<file path="src/rtl/controle_bcd_seq_if.sv">
// Handshake and display bus between the result source and the BCD converter.
// The master drives start/result/flag_in; the slave returns status and digits.
interface controle_bcd_seq_if #(
  parameter int IN_W = 14
);
  logic            start;
  logic            flag_in;
  logic [IN_W-1:0] result;
  logic            busy;
  logic            done;
  logic            valid;
  logic            err_over;
  logic            flag_out;
  logic [3:0]      bcd_uni;
  logic [3:0]      bcd_dez;
  logic [3:0]      bcd_cen;
  logic [3:0]      bcd_mil;

  modport master (
    output start, flag_in, result,
    input  busy, done, valid, err_over, flag_out,
    input  bcd_uni, bcd_dez, bcd_cen, bcd_mil
  );

  modport slave (
    input  start, flag_in, result,
    output busy, done, valid, err_over, flag_out,
    output bcd_uni, bcd_dez, bcd_cen, bcd_mil
  );
endinterface

</file>
<file path="src/rtl/controle_bcd_seq.sv">
// Sequential double-dabble binary-to-BCD converter: one add-3/shift per clock,
// IN_W cycles from accepted start to done; start is ignored while busy.
module controle_bcd_seq #(
  parameter int IN_W    = 14,
  parameter int DIGITS  = 4,
  parameter int MAX_VAL = 9999
) (
  input  logic                clk,
  input  logic                rst,
  controle_bcd_seq_if.slave   ctl
);

  localparam int                ACC_W = 4 * DIGITS;
  localparam int                CNT_W = $clog2(IN_W);
  localparam logic [CNT_W-1:0]  LAST  = CNT_W'(IN_W - 1);
  localparam logic [IN_W-1:0]   MAX_V = IN_W'(MAX_VAL);
  localparam logic [ACC_W-1:0]  SAT   = {DIGITS{4'd9}};

  typedef enum logic {IDLE, CONV} state_t;

  state_t            state_q;
  logic [IN_W-1:0]   sreg_q, sreg_d;
  logic [ACC_W-1:0]  acc_q, acc_d, acc_adj;
  logic [ACC_W+IN_W-1:0] word;
  logic [CNT_W-1:0]  cnt_q;
  logic              ovf_q, flag_q;
  logic              busy_q, done_q, valid_q, err_q, flag_out_q;
  logic [ACC_W-1:0]  bcd_q;

  // Add-3 correction on every digit in parallel, then one combined shift.
  always_comb begin
    acc_adj = acc_q;
    for (int d = 0; d < DIGITS; d++) begin
      if (acc_q[4*d +: 4] >= 4'd5) begin
        acc_adj[4*d +: 4] = acc_q[4*d +: 4] + 4'd3;
      end
    end
    word   = {acc_adj, sreg_q} << 1;
    acc_d  = word[ACC_W+IN_W-1 -: ACC_W];
    sreg_d = word[IN_W-1:0];
  end

  always_ff @(posedge clk or posedge rst) begin
    if (rst) begin
      state_q    <= IDLE;
      sreg_q     <= '0;
      acc_q      <= '0;
      cnt_q      <= '0;
      ovf_q      <= 1'b0;
      flag_q     <= 1'b0;
      busy_q     <= 1'b0;
      done_q     <= 1'b0;
      valid_q    <= 1'b0;
      err_q      <= 1'b0;
      flag_out_q <= 1'b0;
      bcd_q      <= '0;
    end else begin
      done_q <= 1'b0;
      case (state_q)
        IDLE: begin
          if (ctl.start) begin
            sreg_q  <= ctl.result;
            flag_q  <= ctl.flag_in;
            ovf_q   <= (ctl.result > MAX_V);
            acc_q   <= '0;
            cnt_q   <= '0;
            busy_q  <= 1'b1;
            state_q <= CONV;
          end
        end
        CONV: begin
          acc_q  <= acc_d;
          sreg_q <= sreg_d;
          cnt_q  <= cnt_q + 1'b1;
          if (cnt_q == LAST) begin
            // Saturated values discard the (possibly wrapped) accumulator.
            bcd_q      <= ovf_q ? SAT : acc_d;
            err_q      <= ovf_q;
            flag_out_q <= flag_q;
            valid_q    <= 1'b1;
            done_q     <= 1'b1;
            busy_q     <= 1'b0;
            state_q    <= IDLE;
          end
        end
        default: state_q <= IDLE;
      endcase
    end
  end

  assign ctl.busy     = busy_q;
  assign ctl.done     = done_q;
  assign ctl.valid    = valid_q;
  assign ctl.err_over = err_q;
  assign ctl.flag_out = flag_out_q;
  assign ctl.bcd_uni  = bcd_q[3:0];
  assign ctl.bcd_dez  = bcd_q[7:4];
  assign ctl.bcd_cen  = bcd_q[11:8];
  assign ctl.bcd_mil  = bcd_q[15:12];

endmodule

</file>
<file path="src/flat_wrapper.sv">
// flat-port wrapper written by rule: the top's interface ports become plain ports
module controle_bcd_seq_flat 
#(
  parameter int IN_W    = 14,
  parameter int DIGITS  = 4,
  parameter int MAX_VAL = 9999
)
  (clk, rst, ctl_start, ctl_flag_in, ctl_result, ctl_busy, ctl_done, ctl_valid, ctl_err_over, ctl_flag_out, ctl_bcd_uni, ctl_bcd_dez, ctl_bcd_cen, ctl_bcd_mil);
  controle_bcd_seq_if #(.IN_W(IN_W)) ctl_i ();
  input  logic clk;
  input  logic rst;
  input wire logic [$bits(ctl_i.start)-1:0] ctl_start;
  input wire logic [$bits(ctl_i.flag_in)-1:0] ctl_flag_in;
  input wire logic [$bits(ctl_i.result)-1:0] ctl_result;
  output wire logic [$bits(ctl_i.busy)-1:0] ctl_busy;
  output wire logic [$bits(ctl_i.done)-1:0] ctl_done;
  output wire logic [$bits(ctl_i.valid)-1:0] ctl_valid;
  output wire logic [$bits(ctl_i.err_over)-1:0] ctl_err_over;
  output wire logic [$bits(ctl_i.flag_out)-1:0] ctl_flag_out;
  output wire logic [$bits(ctl_i.bcd_uni)-1:0] ctl_bcd_uni;
  output wire logic [$bits(ctl_i.bcd_dez)-1:0] ctl_bcd_dez;
  output wire logic [$bits(ctl_i.bcd_cen)-1:0] ctl_bcd_cen;
  output wire logic [$bits(ctl_i.bcd_mil)-1:0] ctl_bcd_mil;
  assign ctl_i.start = ctl_start;
  assign ctl_i.flag_in = ctl_flag_in;
  assign ctl_i.result = ctl_result;
  assign ctl_busy = ctl_i.busy;
  assign ctl_done = ctl_i.done;
  assign ctl_valid = ctl_i.valid;
  assign ctl_err_over = ctl_i.err_over;
  assign ctl_flag_out = ctl_i.flag_out;
  assign ctl_bcd_uni = ctl_i.bcd_uni;
  assign ctl_bcd_dez = ctl_i.bcd_dez;
  assign ctl_bcd_cen = ctl_i.bcd_cen;
  assign ctl_bcd_mil = ctl_i.bcd_mil;
  controle_bcd_seq #(.IN_W(IN_W), .DIGITS(DIGITS), .MAX_VAL(MAX_VAL)) u_core (.clk(clk), .rst(rst), .ctl(ctl_i));
endmodule
</file>
<file path="config.mk">
export PLATFORM = sky130hd
export DESIGN_NAME = controle_bcd_seq_flat
export DESIGN_NICKNAME = d
export VERILOG_FILES = /design/src/rtl/controle_bcd_seq_if.sv /design/src/rtl/controle_bcd_seq.sv /design/src/flat_wrapper.sv
export SDC_FILE = /design/constraint.sdc
export NUM_CORES = 1
export LEC_CHECK = 0
export ABC_AREA = 1
export BUFFER_PORTS_ARGS = -buffer_cell sky130_fd_sc_hd__buf_2
export CAP_MARGIN = 20
export CORE_UTILIZATION = 30
export CTS_CLUSTER_SIZE = 40
export DETAILED_ROUTE_END_ITERATION = 8
export SKIP_CTS_REPAIR_TIMING = 1
export SYNTH_ARGS = -nofsm -noshare
export SYNTH_HDL_FRONTEND = slang
export SYNTH_SLANG_ARGS = --single-unit
</file>
<file path="constraint.sdc">
create_clock -name clk -period 2.2 [get_ports clk]
set_input_delay 0.33 -clock clk [delete_from_list [all_inputs] [get_ports clk]]
set_output_delay 0.33 -clock clk [all_outputs]
set_load 0.05 [all_outputs]
</file>
==> results.md <==
* Final Non-Filler Cells at 468
* DRC viols at 0
* Startpoint types: register
* Pre-CTS setup slack at 0.4632 ns
* WS Path Type: register to register
* Post-synth ARST share at 1.000
* Tmin final at 1.700 ns
* Critical path capture point type: register
* Clock Tree Root: clkbuf_8
* Vias/cell at 4.765
* CTS buffer count at 9
* Area post-placement at 3047 um2
* Pin count of the biggest net entering global routing at 59
* Syn Area/Cell at 8.870 um2
* Clk slew on worst S/H paths at 0.06 ns
* Placed cell count at 453
* Critical path, cell by cell: nand2_4 > inv_4 > nand3_4 > nor2_4 > nand3_1 > nand2_1
* Initial antenna violation count at 0
* Vias at 2230
* DR pass1 iterations at 6
* Max-slew violations at 0
* Post-synthesis cell count at 315
* CTS tree: built
* Seq/Total Area, Yosys at 0.5195
* Post-route ant nets at 0
* Worst-Skew Late Latency at 0.33 ns
* Area share of the largest cell type after synthesis at 0.5195
* Mapped Nets at 343
* Die Ht at 98.51 um
* Clk buf depth at 2
* Final Hold Vio Count at 0
* WL final at 6048 um
* Tcrit/Tclk final at 0.7727
* Pwr dens at 1639 nW/um2
* Design Power at 0.005271 W
* Clk sink count at 58
* Num rows at 34
* Port bufs at 38
* Setup TNS at 0 ns
* Post-DP HPWL at 4207 um
* 1st-iter DRT viols at 191
* Drt wl/cell at 12.92 um
* Worst Tran Pin Value at 0.5140 ns
* Top_reg_cell synth: dfrtp_1
* Max Fanout on Critical Path at 17
* Synth cell count leaders: 94 x nand2_1, 58 x dfrtp_1, 42 x nand3_1, 25 x inv_1, 17 x o21ai_0
* ANT cells at 0
* P&R area growth vs syn at 15.14%
* Final worst slack at 0.5001 ns
* Max Cap Viol at 0
* Fin nets at 384
* First-pass GRT wire length at 10180 um
* Skew final at 0.007324 ns
* RSZ-0062 raised after global routing: false
* Top-count cell post-synth: nand2_1
* Leakage at 1.635 nW
* Mapped Area at 2794 um2
* # setup viols final at 0
* Final instance area at 3217 um2
* Synth Register Bits at 58
* All-Layer GR Usage at 0.1346
* Vias in the first global route at 2140
* Slew headroom at 0.6565
* Crit path largest cell delay at 0.65 ns
* Post-synth EDFFs at 0
* Die area at 9703 um2
* Status: finished clean
* H-tree Lvls at 3
* Worst hold path class: input port to asynchronous set/reset pin
* Top Ports at 39
* Synth Warn # at 0
* Arrival time worst endpoint at 1.96 ns
* Initial core utilization at 0.3158
* CP max stage cell: dfrtp_1
* Leading area contributor after synthesis: dfrtp_1
* Grt ovf at 0
* Netlist cell types at 28
* Required time worst endpoint at 2.46 ns
* Leading post-synthesis cells by cell area: dfrtp_1 52%, nand2_1 13%, nand3_1 7.5%, ha_1 4.5%, inv_1 3.4%
* Routability congestion estimate at 0.8476
* Die width at 98.51 um
* Maximum VDD drop at 0.0005373 V
* Share of cells above drive strength 1 at 0.2167
* Peak Freq at 0.5883 GHz
* Core box area at 8848 um2
-- metal layers --
| metal | track usage | part of all wire |
|---|---|---|
| met1 | 0.1757 | 0.47 |
| met2 | 0.2064 | 0.45 |
| met3 | 0.05603 | 0.070 |
| met4 | 0.03559 | 0.0094 |
| met5 | 0 | 0 |
-- cell usage in the layout, fill, tap and decap left out, drive strengths merged --
cell type  instances
dfrtp             58
ha                10
o21ai             21
clkbuf            12
nand2             95
nor2              19
nand4              6
nand3             44
or2                3
o22ai              6
buf               42
xnor2              1
inv               26
clkinv             5
a21oi             11
a22o               1
-- stage by stage --
stage | util | hold WS (ns)
floorplan | - | 0.4396
global placement | 0.3443 | 0.4110
detailed placement | 0.3443 | 0.4133
CTS | 0.3635 | 0.04979
global route | 0.3635 | 0.04888
finish | 0.3635 | 0.04106
-- path summary, 6_finish.rpt --
kind / slack [ns] / cells past startpoint / to / startpoint
max: 0.50 / 6 / u_core.bcd_q[2] / u_core.state_q
min: 0.04 / 3 / u_core.sreg_q[3] / rst
max reg2reg: 0.50 / 6 / u_core.bcd_q[2] / u_core.state_q
min reg2reg: 0.47 / 2 / u_core.ctl.flag_out / u_core.flag_q
max in group asynchronous: 1.89 / 3 / u_core.ctl.done / rst
min in group clk: 0.20 / 3 / u_core.flag_q / ctl_flag_in
-- worst max-delay path, delay by kind of cell (launching register included) --
kind | cells | cell delay (ns)
AND/OR/NAND/NOR | 5 | 0.92
flip-flops | 1 | 0.65
buffers and inverters | 1 | 0.07
-- cell families after synthesis --
family	after synthesis	share of synthesized area
and+or+nand+nor	167	0.2700
xor gates and xnor gates	1	0.003135
adders and majority gates	10	0.04478
DFF	58	0.5195
AOI/OAI and AO/OA	39	0.08061
buffers and inverters	40	0.08195
-- layout make-up --
cell class | count | area [um2]
well taps | 108 | 135.1
fillers | 933 | 5632
clock inverters | 3 | 15.01
multi-input cells | 217 | 1114
inverters | 28 | 113.9
flip-flops and latches | 58 | 1451
clock buffers | 12 | 155.1
repair buffers | 42 | 232.7
-- report_power, final --
group	internal, W	total (W)	switching, W	leakage, nW
Clock	0.000458	0.000844	0.000386	0.0920
Sequential	0.00155	0.00192	0.000370	0.715
Combinational	0.000762	0.00250	0.00174	0.827
Total	0.00277	0.00527	0.00250	1.63
-- registers in the layout, indices dropped and copies added (netlist names), 4 cells and up --
register and cells:
u_core.acc_q 16, u_core.bcd_q 16, u_core.sreg_q 14, u_core.cnt_q 4
No activity file was read; power rests on OpenSTA's default activity.
